`src/rtl/hazard_fwd_unit_pkg.sv`:
```
// rtl/hazard_fwd_unit_pkg.sv - shared types and helpers for the hazard/forwarding unit
package hazard_pkg;

  localparam int DEF_REG_AW  = 5;
  localparam int SEL_REGFILE = 0;

  typedef enum logic {
    IDLE = 1'b0,
    BUSY = 1'b1
  } mdu_state_t;

  // Forward select encoding: stage k is reported as k+1 so 0 can mean "regfile".
  function automatic int fwd_stage_sel(input int k);
    return k + 1;
  endfunction

endpackage

```
`src/rtl/hazard_fwd_unit_if.sv`:
```
// rtl/hazard_fwd_unit_if.sv - pipeline-side bundle for the hazard/forwarding unit
interface hazard_fwd_unit_if #(
  parameter int REG_AW = 5,
  parameter int NSRC   = 2,
  parameter int NFWD   = 2,
  parameter int SEL_W  = $clog2(NFWD + 1)
);

  logic [NSRC*REG_AW-1:0]  id_src;
  logic [NSRC-1:0]         id_src_vld;
  logic                    id_mdu_op;
  logic [NSRC*REG_AW-1:0]  ex_src;
  logic [REG_AW-1:0]       ex_rd;
  logic                    ex_memread;
  logic                    ex_mdu_start;
  logic [NFWD*REG_AW-1:0]  fwd_wesel;
  logic [NFWD-1:0]         fwd_regwrite;
  logic [NSRC*SEL_W-1:0]   fwd_sel;
  logic                    stall_id;
  logic                    bubble_ex;
  logic                    mdu_busy;
  logic                    mdu_done;
  logic [REG_AW-1:0]       mdu_wesel;
  logic [31:0]             stall_cnt;

  modport master (
    output id_src, id_src_vld, id_mdu_op, ex_src, ex_rd, ex_memread,
           ex_mdu_start, fwd_wesel, fwd_regwrite,
    input  fwd_sel, stall_id, bubble_ex, mdu_busy, mdu_done, mdu_wesel, stall_cnt
  );

  modport slave (
    input  id_src, id_src_vld, id_mdu_op, ex_src, ex_rd, ex_memread,
           ex_mdu_start, fwd_wesel, fwd_regwrite,
    output fwd_sel, stall_id, bubble_ex, mdu_busy, mdu_done, mdu_wesel, stall_cnt
  );

endinterface

```
`src/rtl/hazard_fwd_unit_fwd_match.sv`:
```
// rtl/hazard_fwd_unit_fwd_match.sv - one EX source against all forwarding stages
module fwd_match
  import hazard_pkg::*;
#(
  parameter int REG_AW = DEF_REG_AW,
  parameter int NFWD   = 2,
  parameter int SEL_W  = $clog2(NFWD + 1)
) (
  input  logic [REG_AW-1:0]      src,
  input  logic [NFWD*REG_AW-1:0] wesel,
  input  logic [NFWD-1:0]        regwrite,
  output logic [SEL_W-1:0]       sel
);

  // Walk from farthest to nearest so the nearest matching stage is applied last.
  always_comb begin
    sel = SEL_W'(SEL_REGFILE);
    for (int k = NFWD - 1; k >= 0; k--) begin
      if (regwrite[k] && (wesel[k*REG_AW +: REG_AW] != '0) &&
          (wesel[k*REG_AW +: REG_AW] == src)) begin
        sel = SEL_W'(fwd_stage_sel(k));
      end
    end
  end

endmodule

```
`src/rtl/hazard_fwd_unit.sv`:
```
// rtl/hazard_fwd_unit.sv - EX bypass selects, load-use/MDU stalls, MDU busy tracking
module hazard_fwd_unit
  import hazard_pkg::*;
#(
  parameter int REG_AW  = DEF_REG_AW,
  parameter int NSRC    = 2,
  parameter int NFWD    = 2,
  parameter int MDU_LAT = 4,
  parameter int SEL_W   = $clog2(NFWD + 1)
) (
  input  logic             clk,
  input  logic             rst,
  hazard_fwd_unit_if.slave hif
);

  localparam int CNT_W = $clog2(MDU_LAT);

  mdu_state_t        state_q;
  logic [CNT_W-1:0]  countdown_q;
  logic [REG_AW-1:0] wesel_q;
  logic [31:0]       stall_cnt_q;

  logic mdu_busy;
  logic mdu_done;
  logic load_use;
  logic mdu_raw;
  logic mdu_struct;
  logic stall;

  for (genvar i = 0; i < NSRC; i++) begin : g_src
    fwd_match #(
      .REG_AW (REG_AW),
      .NFWD   (NFWD),
      .SEL_W  (SEL_W)
    ) u_match (
      .src      (hif.ex_src[i*REG_AW +: REG_AW]),
      .wesel    (hif.fwd_wesel),
      .regwrite (hif.fwd_regwrite),
      .sel      (hif.fwd_sel[i*SEL_W +: SEL_W])
    );
  end

  assign mdu_busy = (state_q == BUSY);
  assign mdu_done = mdu_busy && (countdown_q == '0);

  always_comb begin
    load_use = 1'b0;
    mdu_raw  = 1'b0;
    for (int i = 0; i < NSRC; i++) begin
      if (hif.id_src_vld[i] && (hif.id_src[i*REG_AW +: REG_AW] == hif.ex_rd))
        load_use = 1'b1;
      if (hif.id_src_vld[i] && (hif.id_src[i*REG_AW +: REG_AW] == wesel_q))
        mdu_raw = 1'b1;
    end
    load_use   = load_use && hif.ex_memread && (hif.ex_rd != '0);
    // Held through the done cycle: the result only lands in the regfile at its end.
    mdu_raw    = mdu_raw && mdu_busy && (wesel_q != '0);
    mdu_struct = mdu_busy && !mdu_done && hif.id_mdu_op;
    stall      = load_use || mdu_raw || mdu_struct;
  end

  always_ff @(posedge clk) begin
    if (rst) begin
      state_q     <= IDLE;
      countdown_q <= '0;
      wesel_q     <= '0;
    end else begin
      case (state_q)
        IDLE: begin
          if (hif.ex_mdu_start) begin
            state_q     <= BUSY;
            wesel_q     <= hif.ex_rd;
            countdown_q <= CNT_W'(MDU_LAT - 1);
          end
        end
        BUSY: begin
          if (countdown_q != '0) begin
            countdown_q <= countdown_q - 1'b1;
          end else if (hif.ex_mdu_start) begin
            wesel_q     <= hif.ex_rd;
            countdown_q <= CNT_W'(MDU_LAT - 1);
          end else begin
            state_q <= IDLE;
          end
        end
        default: state_q <= IDLE;
      endcase
    end
  end

  always_ff @(posedge clk) begin
    if (rst)
      stall_cnt_q <= '0;
    else if (stall && (stall_cnt_q != '1))
      stall_cnt_q <= stall_cnt_q + 1'b1;
  end

  assert property (@(posedge clk) disable iff (rst)
                   !(mdu_busy && (countdown_q != '0) && hif.ex_mdu_start));

  assign hif.stall_id  = stall;
  assign hif.bubble_ex = stall;
  assign hif.mdu_busy  = mdu_busy;
  assign hif.mdu_done  = mdu_done;
  assign hif.mdu_wesel = wesel_q;
  assign hif.stall_cnt = stall_cnt_q;

endmodule

```
`src/flat_wrapper.sv`:
```
// flat-port wrapper written by rule: the top's interface ports become plain ports
module hazard_fwd_unit_flat import hazard_pkg::*;
#(
  parameter int REG_AW  = DEF_REG_AW,
  parameter int NSRC    = 2,
  parameter int NFWD    = 2,
  parameter int MDU_LAT = 4,
  parameter int SEL_W   = $clog2(NFWD + 1)
)
  (clk, rst, hif_id_src, hif_id_src_vld, hif_id_mdu_op, hif_ex_src, hif_ex_rd, hif_ex_memread, hif_ex_mdu_start, hif_fwd_wesel, hif_fwd_regwrite, hif_fwd_sel, hif_stall_id, hif_bubble_ex, hif_mdu_busy, hif_mdu_done, hif_mdu_wesel, hif_stall_cnt);
  hazard_fwd_unit_if #(.REG_AW(REG_AW), .NSRC(NSRC), .NFWD(NFWD), .SEL_W(SEL_W)) hif_i ();
  input  logic clk;
  input  logic rst;
  input wire logic [$bits(hif_i.id_src)-1:0] hif_id_src;
  input wire logic [$bits(hif_i.id_src_vld)-1:0] hif_id_src_vld;
  input wire logic [$bits(hif_i.id_mdu_op)-1:0] hif_id_mdu_op;
  input wire logic [$bits(hif_i.ex_src)-1:0] hif_ex_src;
  input wire logic [$bits(hif_i.ex_rd)-1:0] hif_ex_rd;
  input wire logic [$bits(hif_i.ex_memread)-1:0] hif_ex_memread;
  input wire logic [$bits(hif_i.ex_mdu_start)-1:0] hif_ex_mdu_start;
  input wire logic [$bits(hif_i.fwd_wesel)-1:0] hif_fwd_wesel;
  input wire logic [$bits(hif_i.fwd_regwrite)-1:0] hif_fwd_regwrite;
  output wire logic [$bits(hif_i.fwd_sel)-1:0] hif_fwd_sel;
  output wire logic [$bits(hif_i.stall_id)-1:0] hif_stall_id;
  output wire logic [$bits(hif_i.bubble_ex)-1:0] hif_bubble_ex;
  output wire logic [$bits(hif_i.mdu_busy)-1:0] hif_mdu_busy;
  output wire logic [$bits(hif_i.mdu_done)-1:0] hif_mdu_done;
  output wire logic [$bits(hif_i.mdu_wesel)-1:0] hif_mdu_wesel;
  output wire logic [$bits(hif_i.stall_cnt)-1:0] hif_stall_cnt;
  assign hif_i.id_src = hif_id_src;
  assign hif_i.id_src_vld = hif_id_src_vld;
  assign hif_i.id_mdu_op = hif_id_mdu_op;
  assign hif_i.ex_src = hif_ex_src;
  assign hif_i.ex_rd = hif_ex_rd;
  assign hif_i.ex_memread = hif_ex_memread;
  assign hif_i.ex_mdu_start = hif_ex_mdu_start;
  assign hif_i.fwd_wesel = hif_fwd_wesel;
  assign hif_i.fwd_regwrite = hif_fwd_regwrite;
  assign hif_fwd_sel = hif_i.fwd_sel;
  assign hif_stall_id = hif_i.stall_id;
  assign hif_bubble_ex = hif_i.bubble_ex;
  assign hif_mdu_busy = hif_i.mdu_busy;
  assign hif_mdu_done = hif_i.mdu_done;
  assign hif_mdu_wesel = hif_i.mdu_wesel;
  assign hif_stall_cnt = hif_i.stall_cnt;
  hazard_fwd_unit #(.REG_AW(REG_AW), .NSRC(NSRC), .NFWD(NFWD), .MDU_LAT(MDU_LAT), .SEL_W(SEL_W)) u_core (.clk(clk), .rst(rst), .hif(hif_i));
endmodule
```
`config.mk`:
```
export PLATFORM = sky130hd
export DESIGN_NAME = hazard_fwd_unit_flat
export DESIGN_NICKNAME = d
export VERILOG_FILES = /design/src/rtl/hazard_fwd_unit_pkg.sv /design/src/rtl/hazard_fwd_unit_if.sv /design/src/rtl/hazard_fwd_unit_fwd_match.sv /design/src/rtl/hazard_fwd_unit.sv /design/src/flat_wrapper.sv
export SDC_FILE = /design/constraint.sdc
export NUM_CORES = 1
export LEC_CHECK = 0
export CAP_MARGIN = 20
export CORE_MARGIN = 5
export CORE_UTILIZATION = 49
export DETAILED_ROUTE_END_ITERATION = 6
export PLACE_DENSITY = 0.86
export SLEW_MARGIN = 20
export SYNTH_ARGS = -nofsm -noshare
export SYNTH_HDL_FRONTEND = slang
export SYNTH_SLANG_ARGS = --single-unit
```
`constraint.sdc`:
```
create_clock -name clk -period 4.6 [get_ports clk]
set_input_delay 0.69 -clock clk [delete_from_list [all_inputs] [get_ports clk]]
set_output_delay 0.69 -clock clk [all_outputs]
set_load 0.02 [all_outputs]
```
== After elaboration in Yosys (flattened, before gate mapping) ==
Cells that the tools add are included.
Word-level totals
  register bits after elaboration: 40
  word-level logic and storage cells: 61
  output and inout port bits: 45
  bits of input ports: 44
Cells by class
  muxes and demuxes: 17
  reduce and logical (&&, ||, !) cells: 27
  bitwise logic cells: 1
  add/sub/neg operators: 2
  eq/ne operators: 10
Operator list (count)
  == test 5 bit: 8
  adder 32 x 1 -> 32 bit (second input constant): 1
  != test 32 bit (second input constant): 1
  nonzero test 5 bit: 4
  logical AND 1 bit: 18
  two-way mux 2 bit: 6
  two-way mux 5 bit: 2
  case mux 5 bit (2 select lines): 1
  two-way mux 1 bit: 6
  case mux 2 bit (2 select lines): 1
  logical NOT 2 bit: 1
  logical OR 1 bit: 2
  != test 2 bit (second input constant): 1
  case mux 1 bit (2 select lines): 1
  nonzero test 2 bit: 1
  subtractor 2 x 1 -> 2 bit (second input constant): 1
  logical NOT 1 bit: 1
  inverter 1 bit: 1

== Depth between registers and ports, before layout ==
  depth in word-level cells: 9
  mapped depth: 10
  depth with buffers taken out: 8

== Hierarchy ==
Synthesis repeated with hierarchy kept, for this count alone.
Unflattened totals
  cells, all modules: 315
  area, all modules: 2565.0 um^2
Modules (own cells, without submodules)
  hazard_fwd_unit: cells each 275, sequential area each 800.8 um^2, area each 2262.2 um^2, times used 1
  fwd_match: cells each 20, sequential area each 0.0 um^2, area each 151.4 um^2, times used 2

== Worst setup path before layout ==
No wires, ideal clock.
  path type: input-to-output
  from: in hif_fwd_wesel[1]
  to: out hif_fwd_sel[1]
  data required time: 3.910 ns
  slack: 1.603 ns
  data arrival time: 2.307 ns
  cell stages on the path: 4
  cell sequence: or4_1 o21ai_0 nor4_1 nor4_1
Between the ends
  cells in the longest elaborated chain, start to end: 4
  elaborated cells between the ends (all ways): 5
RTL lines
  start: declaration: line flat_wrapper.sv:21  | input wire logic [$bits(hif_i.fwd_wesel)-1:0] hif_fwd_wesel;
  nonzero test 5 bit: line hazard_fwd_unit_fwd_match.sv:19  | if (regwrite[k] && (wesel[k*REG_AW +: REG_AW] != '0) &&
  logical AND 1 bit: line hazard_fwd_unit_fwd_match.sv:19
  logical AND 1 bit *: line hazard_fwd_unit_fwd_match.sv:19
  two-way mux 2 bit *: line hazard_fwd_unit_fwd_match.sv:19
  end: declaration: line flat_wrapper.sv:23  | output wire logic [$bits(hif_i.fwd_sel)-1:0] hif_fwd_sel;
Every way passes the cells marked *; elsewhere a longest branch is shown, timed or not.

== Final worst setup path ==
Ends and elaborated chain as after synthesis.

==> Implementation_results.wiki <==
{| class="wikitable"
! Metric !! Value
|-
| Area share of the leading cell type in the synthesized netlist || 0.309
|-
| CTS root buffer || sky130_fd_sc_hd__clkbuf_8
|-
| Setup Buffers After CTS || 0
|-
| Worst setup SP type || input pin
|-
| Clock Skews || 0.00542 ns
|-
| Number of global-route vias before repair || 2634
|-
| Via-to-Cell Ratio || 5.93
|-
| Number of buffers inserted for hold repair after clock tree synthesis || 0
|-
| Dominant cell by count in the synthesized netlist || sky130_fd_sc_hd__dfxtp_1
|-
| Post-route ant nets || 0
|-
| Die Span X || 82.7 µm
|-
| Detailed Route WL || 7.19 mm
|-
| Endpoint kind of the worst setup timing path || output pin
|-
| Final number of max-transition violations || 0
|-
| Total power divided by cell area || 209 nW/µm²
|-
| Die Ht || 82.7 µm
|-
| First-pass iteration count of the detailed router || 4
|-
| Required @ worst endpoint || 3.91 ns
|-
| Most used flip-flop cell after synthesis || sky130_fd_sc_hd__dfxtp_1
|-
| Slew Limit Headroom || 0.422
|-
| Antenna diode instance count || 0
|-
| Placement Rows || 26
|-
| Worst Path Class, Setup || in2out
|-
| Met2 Resource Use GR || 0.349
|-
| Source-to-sink clock delay at the later pin of the worst-skew pair || 0.29 ns
|-
| Number of buffers inserted during clock tree synthesis || 5
|-
| Number of synthesized register bits || 40
|-
| CTS clock-pin slew for the worst setup and hold paths || 0.08 ns
|-
| Highest ir drop seen on vdd || 127 µV
|-
| Clock Power Share || 0.323
|-
| Clock sink count || 40
|-
| Busiest metal layer after global routing || met2
|-
| Power dissipated by switching net loads || 0.194 mW
|-
| Pin count of the biggest net entering global routing || 54
|-
| Placer's final routability congestion estimate || 0.858
|-
| Part of the total power dissipated in combinational logic || 0.191
|-
| Seq/Total Area, Yosys || 0.309
|-
| Cells resized by post-CTS repair || 0
|-
| RSZ-0062 raised after global routing || no
|-
| Setup TNS Final || 0 ns
|-
| Internal power component || 0.551 mW
|-
| Number of antenna violations at the first check in global routing || 0
|-
| Total vias in the final route || 2740
|-
| Classification of the worst-slack hold path || reg2reg
|-
| Number of setup violations in the final report || 0
|-
| Max Root-Sink Buffers || 2
|-
| Met1 usage in global routing || 0.268
|-
| Synth Warn # || 0
|-
| Peak clock frequency supported by timing || 269 MHz
|-
| Starting DRT DRC Count || 171
|-
| Unique masters post-synth || 44
|-
| Most numerous cell types in the synthesized netlist || 40 x sky130_fd_sc_hd__dfxtp_1, 28 x sky130_fd_sc_hd__a21oi_1, 26 x sky130_fd_sc_hd__or4_1, 26 x sky130_fd_sc_hd__xnor2_1, 22 x sky130_fd_sc_hd__o31ai_1
|-
| Hold_ws || 0.508 ns
|-
| Min Tclk post-route || 3.72 ns
|-
| Post-synthesis to final-layout area growth || 37.4%
|-
| Floorplan die area || 6840 µm²
|-
| Main area contributors after synthesis || sky130_fd_sc_hd__dfxtp_1 31%, sky130_fd_sc_hd__xnor2_1 8.8%, sky130_fd_sc_hd__or4_1 7.5%
|-
| Leakage power || 1.12 nW
|-
| Number of top-level pins || 89
|-
| Post-synthesis async set-or-reset flop share || 0
|-
| Cell type with the highest aggregate area in the netlist || sky130_fd_sc_hd__dfxtp_1
|-
| Met3 capacity usage during global routing || 0.0651
|-
| Wire length of the first global-routing pass || 11.5 mm
|-
| Std-Cell Core Area || 5110 µm²
|-
| GRT Residual Overflow || 0
|-
| Number of H-tree levels || 2
|-
| Remaining DRCs || 0
|-
| Number of maximum-capacitance constraint violations || 0
|-
| Reg power frac || 0.486
|-
| Net Count, Synth || 355
|-
| Fraction of final layout cells with drive strength greater than 1 || 0.0408
|-
| Maximum single-stage delay on the critical path || 0.66 ns
|-
| Wirelength per Cell || 15.6 µm
|-
| List of cells traversed by the critical path || clkdlybuf4s50_1, or4_1, o21ai_0, nor4_1, nor4_1, clkdlybuf4s50_1
|-
| Cell area after synthesis || 2590 µm²
|-
| Number of hold violations in the final report || 0
|-
| Syn_area_per_cell || 8.35 µm²
|-
| Minimum setup slack among reg-to-reg paths || 1.77 ns
|-
| Overall power of the completed layout || 0.745 mW
|-
| Cell with the biggest individual delay on the critical path || sky130_fd_sc_hd__clkdlybuf4s50_1
|-
| Post-DP HPWL || 5.44 mm
|-
| Count of input and output buffers || 88
|-
| Least-Margin Pin Slew || 0.865 ns
|-
| Final cell count without fillers || 462
|-
| Number of instances in the synthesized netlist || 310
|-
| Proportion of total power due to net switching || 0.260
|-
| Starting Density || 0.507
|-
| Total track usage || 0.214
|-
| Clock tree from TritonCTS || done
|-
| Number of enable flip-flop cells after synthesis || 0
|-
| Critical path peak fanout || 3
|-
| Fraction of the cycle the final worst path needs || 0.809
|-
| Number of nets in the final layout || 436
|-
| Placed cell count || 454
|-
| Outcome || finished, final reports clean
|-
| Critical path arrival || 3.03 ns
|}
[registers in the layout, summed over array words and instances, names as in the netlist]
| register | flops |
|---|---|
| u_core.hif.mdu_wesel | 5 |
| u_core.hif.mdu_busy | 1 |
| u_core.hif.stall_cnt | 32 |
| u_core.countdown_q | 2 |
[through the flow]
stage	worst slack, ns	instance area [µm²]	util
floorplan	1.60	2590	-
global placement	0.964	3470	0.679
detailed placement	0.916	3470	0.679
CTS	0.898	3560	0.697
global route	0.733	3560	0.697
finish	0.878	3560	0.697
[power groups by stage]
| stage | Combinational (mW) | Sequential [mW] | Clock [mW] |
|---|---|---|---|
| after floorplan | 0.0677 | 0.373 | 0 |
| after global placement | 0.138 | 0.369 | 0 |
| after detailed placement | 0.142 | 0.370 | 0 |
| after CTS | 0.143 | 0.362 | 0.246 |
| after global routing | 0.153 | 0.363 | 0.263 |
| final | 0.142 | 0.362 | 0.241 |
[placed cells by master (no fill, tap or decap), types with 4 or more instances in the layout]
| master | synthesis | routed |
|---|---|---|
| sky130_fd_sc_hd__or4_1 | 26 | 26 |
| sky130_fd_sc_hd__and2_1 | 4 | 4 |
| sky130_fd_sc_hd__o21ai_0 | 4 | 4 |
| sky130_fd_sc_hd__o31ai_1 | 22 | 22 |
| sky130_fd_sc_hd__nand2_1 | 15 | 15 |
| sky130_fd_sc_hd__nor2_1 | 18 | 18 |
| sky130_fd_sc_hd__a21oi_1 | 28 | 28 |
| sky130_fd_sc_hd__mux2i_1 | 5 | 5 |
| sky130_fd_sc_hd__clkdlybuf4s50_1 | 0 | 88 |
| sky130_fd_sc_hd__xor2_1 | 15 | 15 |
| sky130_fd_sc_hd__xnor2_1 | 26 | 26 |
| sky130_fd_sc_hd__and3_1 | 8 | 8 |
| sky130_fd_sc_hd__dfxtp_1 | 40 | 40 |
| sky130_fd_sc_hd__nand3_1 | 19 | 19 |
| sky130_fd_sc_hd__nand4_1 | 16 | 16 |
| sky130_fd_sc_hd__clkbuf_8 | 0 | 6 |
| sky130_fd_sc_hd__nor4_1 | 5 | 5 |
[path summary, 6_finish.rpt]
check | start | end | cells after the start
min reg2reg | u_core.hif.stall_cnt[17]$_SDFFE_PP0P_ | u_core.hif.stall_cnt[17]$_SDFFE_PP0P_ | 2
max reg2reg | u_core.hif.stall_cnt[6]$_SDFFE_PP0P_ | u_core.hif.stall_cnt[25]$_SDFFE_PP0P_ | 7
max | hif_fwd_wesel[1] | hif_fwd_sel[1] | 6
min | u_core.hif.stall_cnt[17]$_SDFFE_PP0P_ | u_core.hif.stall_cnt[17]$_SDFFE_PP0P_ | 2
[final cells by class]
type                    count  area (µm²)
fillers                   424        1550
inverters                   3        11.3
well taps                  70        87.6
clock buffers               8        90.1
flip-flops and latches     40         801
multi-input cells         250        1670
repair buffers             91         903
[metal layers]
metal  part of all wire  vias to the layer above
li1                   -                     1340
met1               0.44                     1284
met2               0.47                      102
met3              0.079                       14
met4              0.014                        0
met5                  0                        -
[worst max-delay path, delay by kind of cell]
kind / cells / cell delay [ns]
buffers and inverters: 2 / 1.14
and+or+nand+nor: 3 / 0.97
AOI/OAI and AO/OA: 1 / 0.24
[logic make-up after synthesis]
| kind of cell | count (synthesis) | share of synthesized area |
|---|---|---|
| XOR/XNOR | 41 | 0.139 |
| AO/OA/AOI/OAI | 67 | 0.162 |
| multiplexers | 8 | 0.0324 |
| AND/OR/NAND/NOR | 133 | 0.306 |
| flip-flops | 40 | 0.309 |
| adder cells (fa/ha/maj) | 1 | 0.00483 |
| buffers and inverters | 20 | 0.0473 |
(Power assumes the default switching activity.)
==> RTL edit, RTL diff (same settings) <==
`NSRC` is set to 2 in 3 places; all go to 1.
--- a/src/rtl/hazard_fwd_unit_if.sv
+++ b/src/rtl/hazard_fwd_unit_if.sv
@@ -2,5 +2,5 @@
 interface hazard_fwd_unit_if #(
   parameter int REG_AW = 5,
-  parameter int NSRC   = 2,
+  parameter int NSRC   = 1,
   parameter int NFWD   = 2,
   parameter int SEL_W  = $clog2(NFWD + 1)
--- a/src/rtl/hazard_fwd_unit.sv
+++ b/src/rtl/hazard_fwd_unit.sv
@@ -4,5 +4,5 @@
 #(
   parameter int REG_AW  = DEF_REG_AW,
-  parameter int NSRC    = 2,
+  parameter int NSRC    = 1,
   parameter int NFWD    = 2,
   parameter int MDU_LAT = 4,
--- a/src/flat_wrapper.sv
+++ b/src/flat_wrapper.sv
@@ -3,5 +3,5 @@
 #(
   parameter int REG_AW  = DEF_REG_AW,
-  parameter int NSRC    = 2,
+  parameter int NSRC    = 1,
   parameter int NFWD    = 2,
   parameter int MDU_LAT = 4,
Interface: changed (resized hif_ex_src, hif_fwd_sel, hif_id_src and hif_id_src_vld); port bits go from 89 to 76. The function was not compared with the original's and may differ.
==> RTL edit against the original RTL <==
Via count fell by 13%. Largest power group unchanged. Area after synthesis fell by 8.5%. Total power decreased by 5.2%. Sequential cell count unchanged. Die area fell by 7.4%. Worst setup slack better by 0.35 ns. Global-route usage fell by 0.92 points. Sequential share of layout area rose by 2.5 points. Cell area fell by 10%. Cell count fell by 8.9%. Wire length fell by 13%. Clock skew about the same. Critical path type unchanged. Synthesized cell count fell by 7.1%.
==> RTL edit: results (changes against the original RTL) <==
* Cell area after synthesis at 0.002371 mm^2 (-8.5%)
* Beginning of the critical path: hif_fwd_wesel[0]
* Top cells by area, synth: dfxtp_1, or4_1, o31ai_1
* Sequential share of the synthesized area at 33.77% (+2.9 points)
* Filler cells at 404 (-4.7%)
* I/O Buffers at 75 (-15%)
* HPWL after DPL at 4.589 mm (-16%)
* Worst EP arrival at 2.69 ns (-0.34 ns)
* Dpl cells at 413 (-9.0%)
* Post-place setup slack at 1.227 ns (+0.3108 ns)
* Status: finished clean
* Vias per cell at 5.689 (-4.1%)
* DP Area at 0.003107 mm^2 (-10%)
* Vias at 2395 (-13%)
* Largest net degree at the start of global routing at 56 (+3.7%)
* Net Count, Synth at 322 (-9.3%)
* GR Util All Layers at 20.48% (-0.92 points)
* Placer Congestion at 0.9497 (+11%)
* Lkg Pwr at 1.044 nW (-6.9%)
* Synthesis-to-layout area growth at 35.14%
* First-pass GRT wire length at 10.81 mm (-6.1%)
* DR WL met3 at 153 um (-73%)
* Worst path max stage delay at 0.63 ns (-0.03 ns)
* Synth Instances at 288 (-7.1%)
* DR WL/cell at 14.79 um (-5.0%)
==> RTL edit: changes by cell type in the layout (fill, tap and decap cells not counted), moves of 5 or more <==
cell	unedited run	this run
clkdlybuf4s50_1	88	75
nor4_1	5	10
nor2_1	18	23
nor3_1	2	10
xnor2_1	26	4
nand4_1	16	6
==> RTL edit: per-layer routing <==
| metal | track usage (%) | up-vias |
|---|---|---|
| li1 | - | 1208 |
| met5 | 0 | - |
| met4 | 7.904 | 0 |
| met2 | 35.39 | 49 |
| met1 | 25.98 | 1126 |
| met3 | 2.257 | 12 |
==> RTL edit: cell type report <==
cell class	instances	area share (%)
Sequential cell	40	24.99
Tap cell	67	2.616
Clock inverter	2	0.4686
Clock buffer	6	2.577
Timing Repair Buffer	78	24.13
Inverter	6	0.7029
Multi-Input combinational cell	222	44.51
==> RTL edit: worst paths after layout <==
check / end / cells after the start
max: hif_fwd_sel[1] / 8
min: u_core.hif.stall_cnt[11] / 2
max reg2reg: u_core.hif.stall_cnt[8] / 8
min reg2reg: u_core.hif.stall_cnt[11] / 2
==> RTL edit: cell families after synthesis <==
group / share of synthesized area (%)
xor gates and xnor gates: 6.649
AOI/OAI and AO/OA: 16.20
adders and majority gates: 0.5276
and+or+nand+nor: 31.24
buffers and inverters: 6.174
DFF: 33.77
muxes: 5.436
==> RTL edit: where the power goes <==
group	switching, mW	total [mW]	internal [mW]
sequential	0.00802	0.360	0.352
combinational	0.0482	0.102	0.0534
clock	0.123	0.244	0.121
==> RTL edit: critical path, delay by kind of cell <==
kind | cells | cell delay, ns
buffers and inverters | 2 | 1.07
AO/OA/AOI/OAI | 1 | 0.11
AND/OR/NAND/NOR | 5 | 0.81
